<file path="config.mk">
export PLATFORM = sky130hd
export DESIGN_NAME = mem_wb_pipe_reg
export DESIGN_NICKNAME = d
export VERILOG_FILES = /design/src/rtl/mem_wb_pkg.sv /design/src/rtl/pipe_skid_slot.sv /design/src/rtl/mem_wb_pipe_reg.sv
export SDC_FILE = /design/constraint.sdc
export NUM_CORES = 1
export LEC_CHECK = 0
export ABC_AREA = 1
export CORE_ASPECT_RATIO = 2
export CORE_MARGIN = 5
export CORE_UTILIZATION = 55
export CTS_CLUSTER_DIAMETER = 80
export DETAILED_ROUTE_END_ITERATION = 8
export PLACE_DENSITY = 0.92
export SYNTH_ARGS = -nofsm -noshare
export SYNTH_HDL_FRONTEND = slang
export SYNTH_SLANG_ARGS = --single-unit
</file>
<file path="constraint.sdc">
create_clock -name clk -period 4.3 [get_ports clk]
set_clock_uncertainty 0.2 [all_clocks]
set_input_delay 0.86 -clock clk [delete_from_list [all_inputs] [get_ports clk]]
set_output_delay 0.86 -clock clk [all_outputs]
set_load 0.05 [all_outputs]
</file>
<file path="src/rtl/mem_wb_pkg.sv">
// Shared types for the MEM/WB pipeline boundary: control bundle, payload layout
// and the helper that suppresses architectural-write controls on empty slots.
package mem_wb_pkg;

    localparam int CTRL_W     = 5;
    localparam int DATA_W_DEF = 64;
    localparam int REG_W_DEF  = 5;

    typedef struct packed {
        logic memtoreg;
        logic regwrite;
        logic r_memtoreg;
        logic jmp_and_link;
        logic lohi_write;
    } mem_wb_ctrl_t;

    typedef struct packed {
        logic [DATA_W_DEF-1:0] mem_data;
        logic [DATA_W_DEF-1:0] alu_data;
        logic [REG_W_DEF-1:0]  dst_reg;
        logic [REG_W_DEF-1:0]  fp_dst_reg;
        mem_wb_ctrl_t          ctrl;
    } mem_wb_payload_t;

    // Controls that write architectural state must never leak from an empty slot.
    function automatic mem_wb_ctrl_t gate_ctrl(input mem_wb_ctrl_t c, input logic v);
        mem_wb_ctrl_t g;
        g              = c;
        g.regwrite     = c.regwrite & v;
        g.jmp_and_link = c.jmp_and_link & v;
        g.lohi_write   = c.lohi_write & v;
        return g;
    endfunction

endpackage

</file>
<file path="src/rtl/pipe_skid_slot.sv">
// One pipeline storage slot: a payload register plus valid bit with load/clear.
// clear drops the valid bit only; the payload keeps its stale contents.
module pipe_skid_slot #(
    parameter int WIDTH = 8
) (
    input  logic             clk,
    input  logic             rst_n,
    input  logic             load,
    input  logic             set_valid,
    input  logic             clear,
    input  logic [WIDTH-1:0] d,
    output logic             valid,
    output logic [WIDTH-1:0] q
);

    logic             valid_reg;
    logic [WIDTH-1:0] q_reg;

    always_ff @(posedge clk) begin
        if (!rst_n) begin
            valid_reg <= 1'b0;
            q_reg     <= '0;
        end else if (clear) begin
            valid_reg <= 1'b0;
        end else if (load) begin
            valid_reg <= set_valid;
            if (set_valid) begin
                q_reg <= d;
            end
        end
    end

    assign valid = valid_reg;
    assign q     = q_reg;

endmodule

</file>
<file path="src/rtl/mem_wb_pipe_reg.sv">
// MEM/WB boundary with valid/ready handshake, one-entry skid buffer, flush
// and a saturating count of cycles the writeback stage stalled.
module mem_wb_pipe_reg
    import mem_wb_pkg::*;
#(
    parameter int DATA_W = 64,
    parameter int REG_W  = 5,
    parameter int CNT_W  = 16
) (
    input  logic              clk,
    input  logic              rst_n,
    input  logic              in_valid,
    output logic              in_ready,
    input  logic [DATA_W-1:0] in_mem_data,
    input  logic [DATA_W-1:0] in_alu_data,
    input  logic [REG_W-1:0]  in_dst_reg,
    input  logic [REG_W-1:0]  in_fp_dst_reg,
    input  mem_wb_ctrl_t      in_ctrl,
    input  logic              flush,
    output logic              out_valid,
    input  logic              out_ready,
    output logic [DATA_W-1:0] out_mem_data,
    output logic [DATA_W-1:0] out_alu_data,
    output logic [REG_W-1:0]  out_dst_reg,
    output logic [REG_W-1:0]  out_fp_dst_reg,
    output mem_wb_ctrl_t      out_ctrl,
    input  logic              clr_stats,
    output logic [CNT_W-1:0]  stall_cnt
);

    localparam int PAY_W = 2*DATA_W + 2*REG_W + CTRL_W;
    localparam int MAIN  = 0;
    localparam int SKID  = 1;

    logic [PAY_W-1:0] in_payload;
    logic [PAY_W-1:0] slot_d     [2];
    logic [PAY_W-1:0] slot_q     [2];
    logic             slot_load  [2];
    logic             slot_set   [2];
    logic             slot_clear [2];
    logic             slot_valid [2];

    logic         main_valid;
    logic         skid_valid;
    logic         accept;
    logic         drain;
    logic         main_load;
    mem_wb_ctrl_t main_ctrl;

    logic [CNT_W-1:0] stall_cnt_reg;
    logic [CNT_W-1:0] stall_cnt_next;

    assign in_payload = {in_mem_data, in_alu_data, in_dst_reg, in_fp_dst_reg, in_ctrl};

    // Slot 0 drives the outputs, slot 1 catches the extra beat while WB stalls.
    generate
        for (genvar gi = 0; gi < 2; gi++) begin : g_slot
            pipe_skid_slot #(
                .WIDTH(PAY_W)
            ) u_slot (
                .clk      (clk),
                .rst_n    (rst_n),
                .load     (slot_load[gi]),
                .set_valid(slot_set[gi]),
                .clear    (slot_clear[gi]),
                .d        (slot_d[gi]),
                .valid    (slot_valid[gi]),
                .q        (slot_q[gi])
            );
        end
    endgenerate

    always_comb begin
        main_valid = slot_valid[MAIN];
        skid_valid = slot_valid[SKID];
        accept     = in_valid && !skid_valid && !flush;
        drain      = main_valid && out_ready;
        main_load  = !main_valid || drain;

        slot_load[MAIN]  = main_load;
        slot_set[MAIN]   = skid_valid || accept;
        slot_d[MAIN]     = skid_valid ? slot_q[SKID] : in_payload;
        slot_clear[MAIN] = flush;

        // The skid empties whenever main takes its entry; it is never
        // refilled in that same cycle because in_ready was low.
        slot_load[SKID]  = accept && main_valid && !drain;
        slot_set[SKID]   = 1'b1;
        slot_d[SKID]     = in_payload;
        slot_clear[SKID] = flush || (main_load && skid_valid);
    end

    assign {out_mem_data, out_alu_data, out_dst_reg, out_fp_dst_reg, main_ctrl} = slot_q[MAIN];
    assign out_ctrl  = gate_ctrl(main_ctrl, main_valid);
    assign out_valid = main_valid;
    assign in_ready  = !skid_valid;

    always_comb begin
        stall_cnt_next = stall_cnt_reg;
        if (clr_stats) begin
            stall_cnt_next = '0;
        end else if (main_valid && !out_ready && (stall_cnt_reg != {CNT_W{1'b1}})) begin
            stall_cnt_next = stall_cnt_reg + 1'b1;
        end
    end

    always_ff @(posedge clk) begin
        if (!rst_n) begin
            stall_cnt_reg <= '0;
        end else begin
            stall_cnt_reg <= stall_cnt_next;
        end
    end

    assign stall_cnt = stall_cnt_reg;

endmodule

</file>
### Word level (Yosys, flattened, before mapping)

Cells that the tools add are included.

* add/subtract/negate cells: 1
* eq/ne operators: 1
* mux-type cells: 1
* bitwise operators: 6
* reduce and logical (&&, ||, !) cells: 21

Operator list (number)
* two-way mux 143 bit: 1
* adder 16 x 1 -> 16 bit, second input constant: 1
* != test 16 bit, second input constant: 1
* logical AND 1 bit: 8
* OR reduction 2 bit: 3
* logical NOT 1 bit: 5
* bitwise AND 1 bit: 3
* logical OR 1 bit: 3
* inverter 1 bit: 3
* AND reduction 3 bit: 1
* AND reduction 2 bit: 1

* bits in registers: 304
* input bits: 149
* output and inout port bits: 161
* logic and storage cells: 35

### Logic depth before layout (Yosys ltp)

Gate-level depths: netlist of the first run.

* depth after elaboration: 6
* gate-level depth with buffers: 10
* mapped depth without buffers: 9

### Cells and area by module

From an unflattened synthesis of the first run, not the netlist that was laid out.

* cell total of the unflattened synthesis: 2459
* area total of the unflattened synthesis: 14442.6 um^2

By module, submodules not included
* pipe_skid_slot: times used 2, cells an instance 913, area an instance 5828.1 um^2, sequential area each 2882.8 um^2
* mem_wb_pipe_reg: times used 1, cells an instance 633, area an instance 2786.4 um^2, sequential area each 320.3 um^2

### Worst setup path after synthesis of the first run

OpenSTA, ideal clock, no wires.

* path type: register to output
* start: register g_slot[0].u_slot.valid_reg
* end: output port out_ctrl[0] (netlist bit)
* data arrival time: 1.078 ns
* data required time: 3.240 ns
* path slack: 2.162 ns
* stages on the path, launching flop included: 3
* buffers on the path: 0
* cell sequence: dfxtp_1 -> nand2_1 -> inv_1

RTL lines
* start, declared: RTL line pipe_skid_slot.sv:16 `logic valid_reg;`
* start signal, assigned: RTL line pipe_skid_slot.sv:26 `valid_reg <= set_valid;`
* end, declared: RTL line mem_wb_pipe_reg.sv:26 `output mem_wb_ctrl_t out_ctrl,`

### Final worst setup path of the first run

* start: register stall_cnt_reg[6] (netlist: stall_cnt[6])
* end: output port stall_cnt[6]

RTL lines
* start, declared: RTL line mem_wb_pipe_reg.sv:50 `logic [CNT_W-1:0] stall_cnt_reg;`
* start signal, assigned: RTL line mem_wb_pipe_reg.sv:111 `stall_cnt_reg <= stall_cnt_next;`
* end, declared: RTL line mem_wb_pipe_reg.sv:28 `output logic [CNT_W-1:0] stall_cnt`

No word-level cell between the ends.

==> results.sh, run 1 <==
export IMPL_dp_hpwl_mm=26.39
export IMPL_cts_max_level=1
export IMPL_largest_reg_flops=286
export IMPL_fmax_ghz=0.3395
export IMPL_yosys_area_top_type_share=0.4418
export IMPL_io_pins=310
export IMPL_powerDensity_nw_per_um2=363.8
export IMPL_maxCapViolations=0
export IMPL_max_slew_margin=0.2635
export IMPL_cpMaxStageDelayCell="clkdlybuf4s50_1"
export IMPL_cp_data_required_time_ps=3240
export IMPL_grt_antenna_before_repair=5
export IMPL_clock_sinks=304
export IMPL_grt_pass1_vias=13260
export IMPL_netlist_top_cells_count="nand2_1 (576), dfxtp_1 (304), nor2_1 (284)"
export IMPL_worstSetupStartpoint="stall_cnt[6]"
export IMPL_synth_edf_count=0
export IMPL_drt_total_wl_mm=40.90
export IMPL_grt_usage=0.2784
export IMPL_nFillCells=2008
export IMPL_worst_skew_pair_late_latency_ps=540
export IMPL_syn_area_per_cell_um2=6.867
export IMPL_async_reset_ff_frac=0
export IMPL_status="completed"
export IMPL_multiInputGateArea_um2=5851
export IMPL_finalSetupTns_ps=0
export IMPL_end_kind="output pin"
export IMPL_viasPerCell=5.445
export IMPL_drt_drc_violations_left=0
export IMPL_cp_cell_sequence="clkdlybuf4s50_1"
export IMPL_synth_nets=2156
export IMPL_drt_pass1_iterations=5
export IMPL_clock_path_buffers=3
export IMPL_path_depth=1
export IMPL_port_buffers=309
export IMPL_yosys_warnings=0
export IMPL_area_sequential_um2=6090
export IMPL_hold_path_class="flip-flop to flip-flop"
export IMPL_setup_violations=0
export IMPL_antenna_left=0
export IMPL_worstSetupPathType="flip-flop to output pin"
export IMPL_grt_pass1_wl_mm=64.92
export IMPL_start_util=0.5525
export IMPL_tightestPinTransition_ps=1101
export IMPL_via_count=13290
export IMPL_synth_area_top_cells="dfxtp_1 (44%), nand2_1 (16%), nor2_1 (7.7%)"
export IMPL_drt_iter0_drc=1259
export IMPL_endpoint="stall_cnt[6]"
export IMPL_critical_path_top_delay_family="buffers and inverters"
export IMPL_rrSetupSlack_ps=1490
export IMPL_grt_start_max_net_pins=145
export IMPL_drive_gt1_frac=0.03244
export IMPL_drv_slew=0
export IMPL_synth_cell_types=22
export IMPL_post_route_period_util=0.6850
export IMPL_critPathBufInv=1
export IMPL_die_h_um=233.8
export IMPL_cts_tree="built"
export IMPL_yosysTopAreaCell="dfxtp_1"
export IMPL_syn_area_um2=13770
export IMPL_dieArea_um2=28500
export IMPL_crit_arrival_ps=1890
export IMPL_syn_inst=2006
export IMPL_final_setup_worst_slack_ps=1355
export IMPL_ys_ff_latch=304
export IMPL_rr_worst_depth=6
export IMPL_critPathMaxFanout=6
export IMPL_cts_hold_buffers=0
export IMPL_cts_buffers=26
export IMPL_ys_seq_area_frac=0.4418
export IMPL_ys_flop_type="dfxtp_1"
export IMPL_globalplace_congestion=0.8559
export IMPL_coreArea_um2=24930
export IMPL_ir_worst_vdd_mv=0.3531
export IMPL_area_growth_pct=21.35
export IMPL_rsz0062_at_grt="no"
export IMPL_fp_row_count=82
export IMPL_cts_root_buf="clkbuf_16"
export IMPL_r2r_end="g_slot[0].u_slot.q[55]"
export IMPL_fin_crit_ps=2945
export IMPL_cellLeakagePower_uw=0.006833
export IMPL_cpPeakStageDelay_ps=870
export IMPL_nNetsFinal=2228
export IMPL_cts_clk_slew_worst_paths_ps=70
export IMPL_pre_cts_ws_ps=962.9
export IMPL_cts_setup_buffers=0
export IMPL_grt_overflow=0
export IMPL_wl_per_cell_um=16.76
export IMPL_die_x_um=121.9
export IMPL_regToRegStartpoint="g_slot[1].u_slot.valid"
export IMPL_cts_resized=0
export IMPL_hold_violations=0
export IMPL_yosysMostFrequentCell="nand2_1"
export IMPL_start_kind="flip-flop"
metal layers:
layer,vias to the layer above,wire length (um),track usage
li1,6395,-,-
met1,6065,14120,0.2939
met2,659,21050,0.4886
met3,173,2933,0.05045
met4,0,2794,0.2027
met5,-,0,0
placed cells by master (no fill, tap or decap):
cell type        netlist  layout
nand2_1              576     576
clkdlybuf4s50_1        0     308
dfxtp_1              304     303
nor2_1               284     284
a21oi_1              177     177
o21ai_0              166     166
nand3_1              159     159
inv_1                 44      44
clkbuf_16              0      27
buf_4                141      15
diode_2                0       9
clkbuf_1              70       5
clkbuf_8               0       5
inv_4                  0       3
bufinv_16              0       3
clkinv_2               0       3
buf_12                 0       3
nand2_4                0       2
nor2_4                 1       2
nand3b_1               2       2
clkinvlp_4             0       2
nand3b_4               1       1
nand4_1                1       1
nor4_1                 1       1
nor3_1                 1       1
ha_1                   1       1
inv_6                  0       1
dfxtp_4                0       1
report_power, final:
part | switching [uW] | internal (uW)
Clock | 1060 | 1420
Combinational | 427 | 271
Sequential | 35.2 | 2870
kinds of logic (layout without fill, tap and decap cells):
| group | after synthesis | in the layout | synth area share |
|---|---|---|---|
| fa+ha+maj | 1 | 1 | 0.0009082 |
| compound gates | 343 | 343 | 0.1246 |
| other cells | 0 | 9 | 0 |
| flops | 304 | 304 | 0.4418 |
| simple gates | 1029 | 1029 | 0.2981 |
| buf+inv | 329 | 419 | 0.1345 |
cell type report:
cell class                 count  area share
antenna                        9    0.001347
clock buffer                  37     0.04566
clock inverter                 9    0.007710
inverter                      47     0.01100
multi-input combinational   1373      0.3500
sequential                   304      0.3643
tap                          336     0.02515
timing repair buffer         326      0.1948
worst min path at each step:
stage	start	to	slack, ps	cells past startpoint
after floorplan	g_slot[0].u_slot.q[120]	g_slot[0].u_slot.q[120]	240	2
after global placement	g_slot[0].u_slot.q[7]	g_slot[0].u_slot.q[7]	250	2
after detailed placement	g_slot[0].u_slot.q[100]	g_slot[0].u_slot.q[100]	250	2
after CTS	g_slot[0].u_slot.q[100]	g_slot[0].u_slot.q[100]	260	2
after global routing	g_slot[0].u_slot.q[115]	g_slot[0].u_slot.q[115]	280	2
final	g_slot[0].u_slot.q[127]	g_slot[0].u_slot.q[127]	260	2
metrics by stage:
step | std cells | power, uW | area (um2) | hold slack [ps] | util
2_1_floorplan | 2006 | 3410 | 13770 | 239.3 | -
3_3_place_gp | 2386 | 3649 | 15800 | 247.2 | 0.6337
3_5_place_dp | 2386 | 3663 | 15800 | 251.5 | 0.6337
4_1_cts | 2432 | 6110 | 16690 | 262.0 | 0.6695
5_1_grt | 2437 | 6292 | 16700 | 278.1 | 0.6700
6_report | 2441 | 6081 | 16710 | 260.4 | 0.6704
Note: power is estimated with default switching activity, not from simulation.
==> run 2: changes to the inputs <==
- CORE_UTILIZATION: 55 -> 51
- PLACE_DENSITY: 0.92 -> 0.87
- clock period: 4.3 -> 3.09 ns (I/O delays scaled with it)
==> results.sh, run 2 (same netlist as run 1, synthesis figures left out) <==
export IMPL_grt_met1_usage=0.2769
export IMPL_drt_drc_violations_left=0
export IMPL_max_slew_margin=0.2204
export IMPL_cts_resized=0
export IMPL_area_growth_pct=22.31
export IMPL_final_common_cell="nand2_1"
export IMPL_cts_clk_slew_worst_paths_ps=60
export IMPL_worst_skew_pair_late_latency_ps=530
export IMPL_clock_sinks=304
export IMPL_hold_path_class="flip-flop to flip-flop"
export IMPL_final_setup_worst_slack_ps=333.7
export IMPL_worstSetupStartpoint="g_slot[0].u_slot.valid"
export IMPL_min_from="g_slot[0].u_slot.q[124]"
export IMPL_cts_buffers=27
export IMPL_cts_setup_buffers=0
export IMPL_cpMaxStageDelayCell="clkdlybuf4s50_1"
export IMPL_cts_max_level=1
export IMPL_port_buffers=309
export IMPL_path_depth=3
export IMPL_status="completed"
export IMPL_rrSetupSlack_ps=630
export IMPL_layout_common_cells="nand2_1 (576), clkdlybuf4s50_1 (307), dfxtp_1 (303)"
export IMPL_end_kind="output pin"
export IMPL_viasPerCell=5.400
export IMPL_die_x_um=126.2
export IMPL_tightestPinTransition_ps=1165
export IMPL_hold_slack_ps=258.9
export IMPL_start_kind="flip-flop"
export IMPL_maxCapViolations=0
export IMPL_cp_cell_sequence="nand2_1 -> inv_1 -> clkdlybuf4s50_1"
export IMPL_cp_data_required_time_ps=2270
export IMPL_fp_row_count=85
export IMPL_finalSetupTns_ps=0
export IMPL_drv_slew=0
export IMPL_r2r_end="stall_cnt[9]"
export IMPL_busiest_layer="met2"
export IMPL_grt_pass1_wl_mm=65.61
export IMPL_critical_path_top_delay_family="buffers and inverters"
export IMPL_critPathMaxFanout=5
export IMPL_hold_violations=0
export IMPL_die_h_um=242.4
export IMPL_multiInputGateArea_um2=5851
export IMPL_fin_crit_ps=2756
export IMPL_via_count=13270
export IMPL_setup_violations=0
export IMPL_dp_hpwl_mm=26.98
export IMPL_post_route_period_util=0.8920
export IMPL_rr_worst_depth=8
export IMPL_drive_gt1_frac=0.03429
export IMPL_powerDensity_nw_per_um2=498.0
export IMPL_met3_usage=0.03685
export IMPL_coreArea_um2=26800
export IMPL_cts_root_buf="clkbuf_16"
export IMPL_worstSetupPathType="flip-flop to output pin"
export IMPL_crit_arrival_ps=1940
export IMPL_nNetsFinal=2233
export IMPL_ir_worst_vdd_mv=0.4600
export IMPL_grt_antenna_before_repair=9
export IMPL_grt_pass1_vias=12900
export IMPL_grt_overflow=0
export IMPL_dieArea_um2=30600
export IMPL_drt_pass1_iterations=8
export IMPL_cellLeakagePower_uw=0.006889
export IMPL_start_util=0.5140
export IMPL_grt_use_met2=0.4667
export IMPL_grt_usage=0.2581
export IMPL_rsz0062_at_grt="no"
export IMPL_nFillCells=2288
export IMPL_grt_start_max_net_pins=166
export IMPL_clock_path_buffers=3
export IMPL_pre_cts_ws_ps=397.3
export IMPL_io_pins=310
export IMPL_drt_iter0_drc=1141
export IMPL_area_sequential_um2=6090
export IMPL_cpPeakStageDelay_ps=810
export IMPL_critPathBufInv=2
export IMPL_drt_total_wl_mm=41.16
export IMPL_regToRegStartpoint="stall_cnt[0]"
export IMPL_fmax_ghz=0.3628
export IMPL_wl_per_cell_um=16.75
export IMPL_largest_reg_flops=286
export IMPL_antenna_left=0
export IMPL_cts_hold_buffers=0
export IMPL_cts_tree="built"
export IMPL_endpoint="out_ctrl[0]"
export IMPL_globalplace_congestion=0.8812
==> run 2: cell count changes in the layout (fill, tap and decap cells not counted), sizes merged <==
cell / previous run / this run
buf: 18 / 23
bufinv: 3 / 2
clkbuf: 37 / 39
clkdlybuf4s50: 308 / 307
clkinv: 3 / 5
clkinvlp: 2 / 0
inv: 48 / 47
==> run 2: layout make-up <==
type,instances,share of cell area
Timing Repair Buffer,330,0.2016
Tap cell,348,0.02584
Clock inverter,7,0.005273
Multi-Input combinational cell,1373,0.3473
Antenna cell,9,0.001337
Clock buffer,39,0.04634
Inverter,47,0.01092
Sequential cell,304,0.3615
==> run 2: metrics by stage <==
stage / utilization / instance area, um2 / power [uW] / std cells
2_1_floorplan: - / 13770 / 4746 / 2006
3_3_place_gp: 0.5953 / 15960 / 5100 / 2402
3_5_place_dp: 0.5953 / 15960 / 5120 / 2402
4_1_cts: 0.6278 / 16820 / 8455 / 2448
5_1_grt: 0.6286 / 16850 / 8663 / 2457
6_report: 0.6286 / 16850 / 8389 / 2457
==> run 2: worst min-delay path: stages, from the launching register on <==
cell and delay, ps:
dfxtp_1 310, nand2_1 60, a21oi_1 50
==> run 2: how the worst min path moves through the flow <==
stage                                    endpoint  slack (ps)  cells after the start
after floorplan           g_slot[0].u_slot.q[120]         240                      2
after global placement    g_slot[0].u_slot.q[121]         250                      2
after detailed placement  g_slot[0].u_slot.q[106]         250                      2
after CTS                  g_slot[0].u_slot.q[89]         260                      2
after global routing        g_slot[0].u_slot.q[6]         280                      2
final                     g_slot[0].u_slot.q[124]         260                      2
==> run 2: layer usage <==
layer | vias to the layer above | routed length (um)
met2 | 645 | 21500
met4 | 0 | 2768
met5 | - | 0
met3 | 145 | 2915
met1 | 6058 | 13980
li1 | 6420 | -
==> run 2: where the power goes <==
part	total, uW	leakage, uW	internal [uW]	switching, uW
logic	991	0.00400	390	601
registers	4050	0.00246	4000	48.3
clock network	3350	0.000431	1910	1440
==> run 3: changes to the inputs <==
- CELL_PAD_IN_SITES_DETAIL_PLACEMENT: unset -> 0
- CELL_PAD_IN_SITES_GLOBAL_PLACEMENT: unset -> 1
- CORE_UTILIZATION: 51 -> 36
- SETUP_SLACK_MARGIN: unset -> 0.05
==> results.sh, run 3 (same netlist as run 1, synthesis figures left out) <==
export IMPL_status="completed"
export IMPL_fp_row_count=101
export IMPL_dp_hpwl_mm=27.84
export IMPL_setup_violations=0
export IMPL_port_buffers=309
export IMPL_cp_data_required_time_ps=2270
export IMPL_cts_buffers=29
export IMPL_critPathBufInv=1
export IMPL_finalSetupTns_ps=0
export IMPL_cpMaxStageDelayCell="clkdlybuf4s50_1"
export IMPL_cts_tree="built"
export IMPL_drt_pass1_iterations=5
export IMPL_cts_hold_buffers=0
export IMPL_clock_sinks=304
export IMPL_fin_crit_ps=2725
export IMPL_end_kind="output pin"
export IMPL_hold_slack_ps=258.6
export IMPL_grt_pass1_wl_mm=68.09
export IMPL_fmax_ghz=0.3669
export IMPL_final_common_cell="nand2_1"
export IMPL_drt_iter0_drc=550
export IMPL_cts_root_buf="clkbuf_16"
export IMPL_drt_total_wl_mm=43.63
export IMPL_cts_resized=0
export IMPL_grt_start_max_net_pins=166
export IMPL_grt_overflow=0
export IMPL_nNetsFinal=2240
export IMPL_place_area_um2=16160
export IMPL_drive_gt1_frac=0.04030
export IMPL_powerDensity_nw_per_um2=506.1
export IMPL_worstSetupPathType="flip-flop to output pin"
export IMPL_cpPeakStageDelay_ps=870
export IMPL_dieArea_um2=42510
export IMPL_cellLeakagePower_uw=0.006964
export IMPL_drv_slew=0
export IMPL_globalplace_congestion=0.8385
export IMPL_start_kind="flip-flop"
export IMPL_cts_setup_buffers=0
export IMPL_die_x_um=148.3
export IMPL_layout_common_cells="nand2_1 (576), clkdlybuf4s50_1 (307), dfxtp_1 (303)"
export IMPL_largest_reg_flops=286
export IMPL_dp_cells=2522
export IMPL_rrSetupSlack_ps=970
export IMPL_grt_pass1_vias=12230
export IMPL_hold_path_class="flip-flop to flip-flop"
export IMPL_cts_clk_slew_worst_paths_ps=60
export IMPL_critPathMaxFanout=6
export IMPL_critical_path_top_delay_family="buffers and inverters"
export IMPL_tightestPinTransition_ps=1105
export IMPL_drt_drc_violations_left=0
export IMPL_clock_path_buffers=3
export IMPL_via_count=12780
export IMPL_finalNonFillerCells=2581
export IMPL_hold_violations=0
export IMPL_grt_usage=0.1961
export IMPL_cts_max_level=1
export IMPL_cp_cell_sequence="clkdlybuf4s50_1"
export IMPL_antenna_left=0
export IMPL_wl_per_cell_um=16.91
export IMPL_worst_skew_pair_late_latency_ps=550
export IMPL_post_route_period_util=0.8820
export IMPL_area_growth_pct=24.44
export IMPL_viasPerCell=4.950
export IMPL_ir_worst_vdd_mv=0.4808
export IMPL_maxCapViolations=0
export IMPL_die_h_um=286.6
export IMPL_finalInstanceArea_um2=17140
export IMPL_start_util=0.3633
export IMPL_coreArea_um2=37910
export IMPL_grt_antenna_before_repair=8
export IMPL_io_pins=310
export IMPL_crit_arrival_ps=1910
export IMPL_max_slew_margin=0.2605
export IMPL_rsz0062_at_grt="no"
==> run 3: cell types whose count changed in the layout (fill, tap and decap cells not counted), sizes merged <==
cell,delta
buf,+5
clkinv,+2
clkinvlp,+2
==> run 3: worst min-delay path: cells and delay by family (launching register included) <==
family	cells	cell delay, ps
AO/OA/AOI/OAI	1	50
flip-flops	1	310
AND/OR/NAND/NOR	1	60
==> run 3: area by class of cell <==
class                           count  area, um2
Sequential cell                   304       6090
Timing Repair Buffer              335       3458
Fill cell                        3811      20770
Tap cell                          463      579.3
Antenna cell                        9      22.52
Multi-Input combinational cell   1373       5851
Clock buffer                       39      843.3
Inverter                           47      183.9
Clock inverter                     11      113.9
==> run 3: per-stage QoR <==
stage	total power [uW]	worst slack (ps)	utilization
final	8675	364.6	0.4521
after global placement	5130	396.6	0.4263
after detailed placement	5138	365.7	0.4263
after CTS	8795	337.1	0.4516
after global routing	9025	327.4	0.4520
after floorplan	4746	1078	-
==> run 3: layer usage <==
layer / GRT usage / vias up / wire length (um)
li1: - / 6426 / -
met1: 0.2276 / 5862 / 16880
met2: 0.3514 / 408 / 22550
met3: 0.03049 / 79 / 2522
met4: 0.08902 / 0 / 1675
met5: 0 / - / 0
==> run 3: where the power goes <==
group          internal (uW)  switching (uW)
Sequential              4000            48.8
Clock                   2070            1560
Combinational            395             603
Total                   6460            2210
==> run 3: worst paths after layout <==
check,startpoint,endpoint,cells after the start
hold reg to reg,g_slot[0].u_slot.q[101],g_slot[0].u_slot.q[101],2
setup reg to reg,g_slot[1].u_slot.valid,g_slot[1].u_slot.q[122],6
setup / recovery,stall_cnt[6],stall_cnt[6],1
hold / removal,g_slot[0].u_slot.q[101],g_slot[0].u_slot.q[101],2
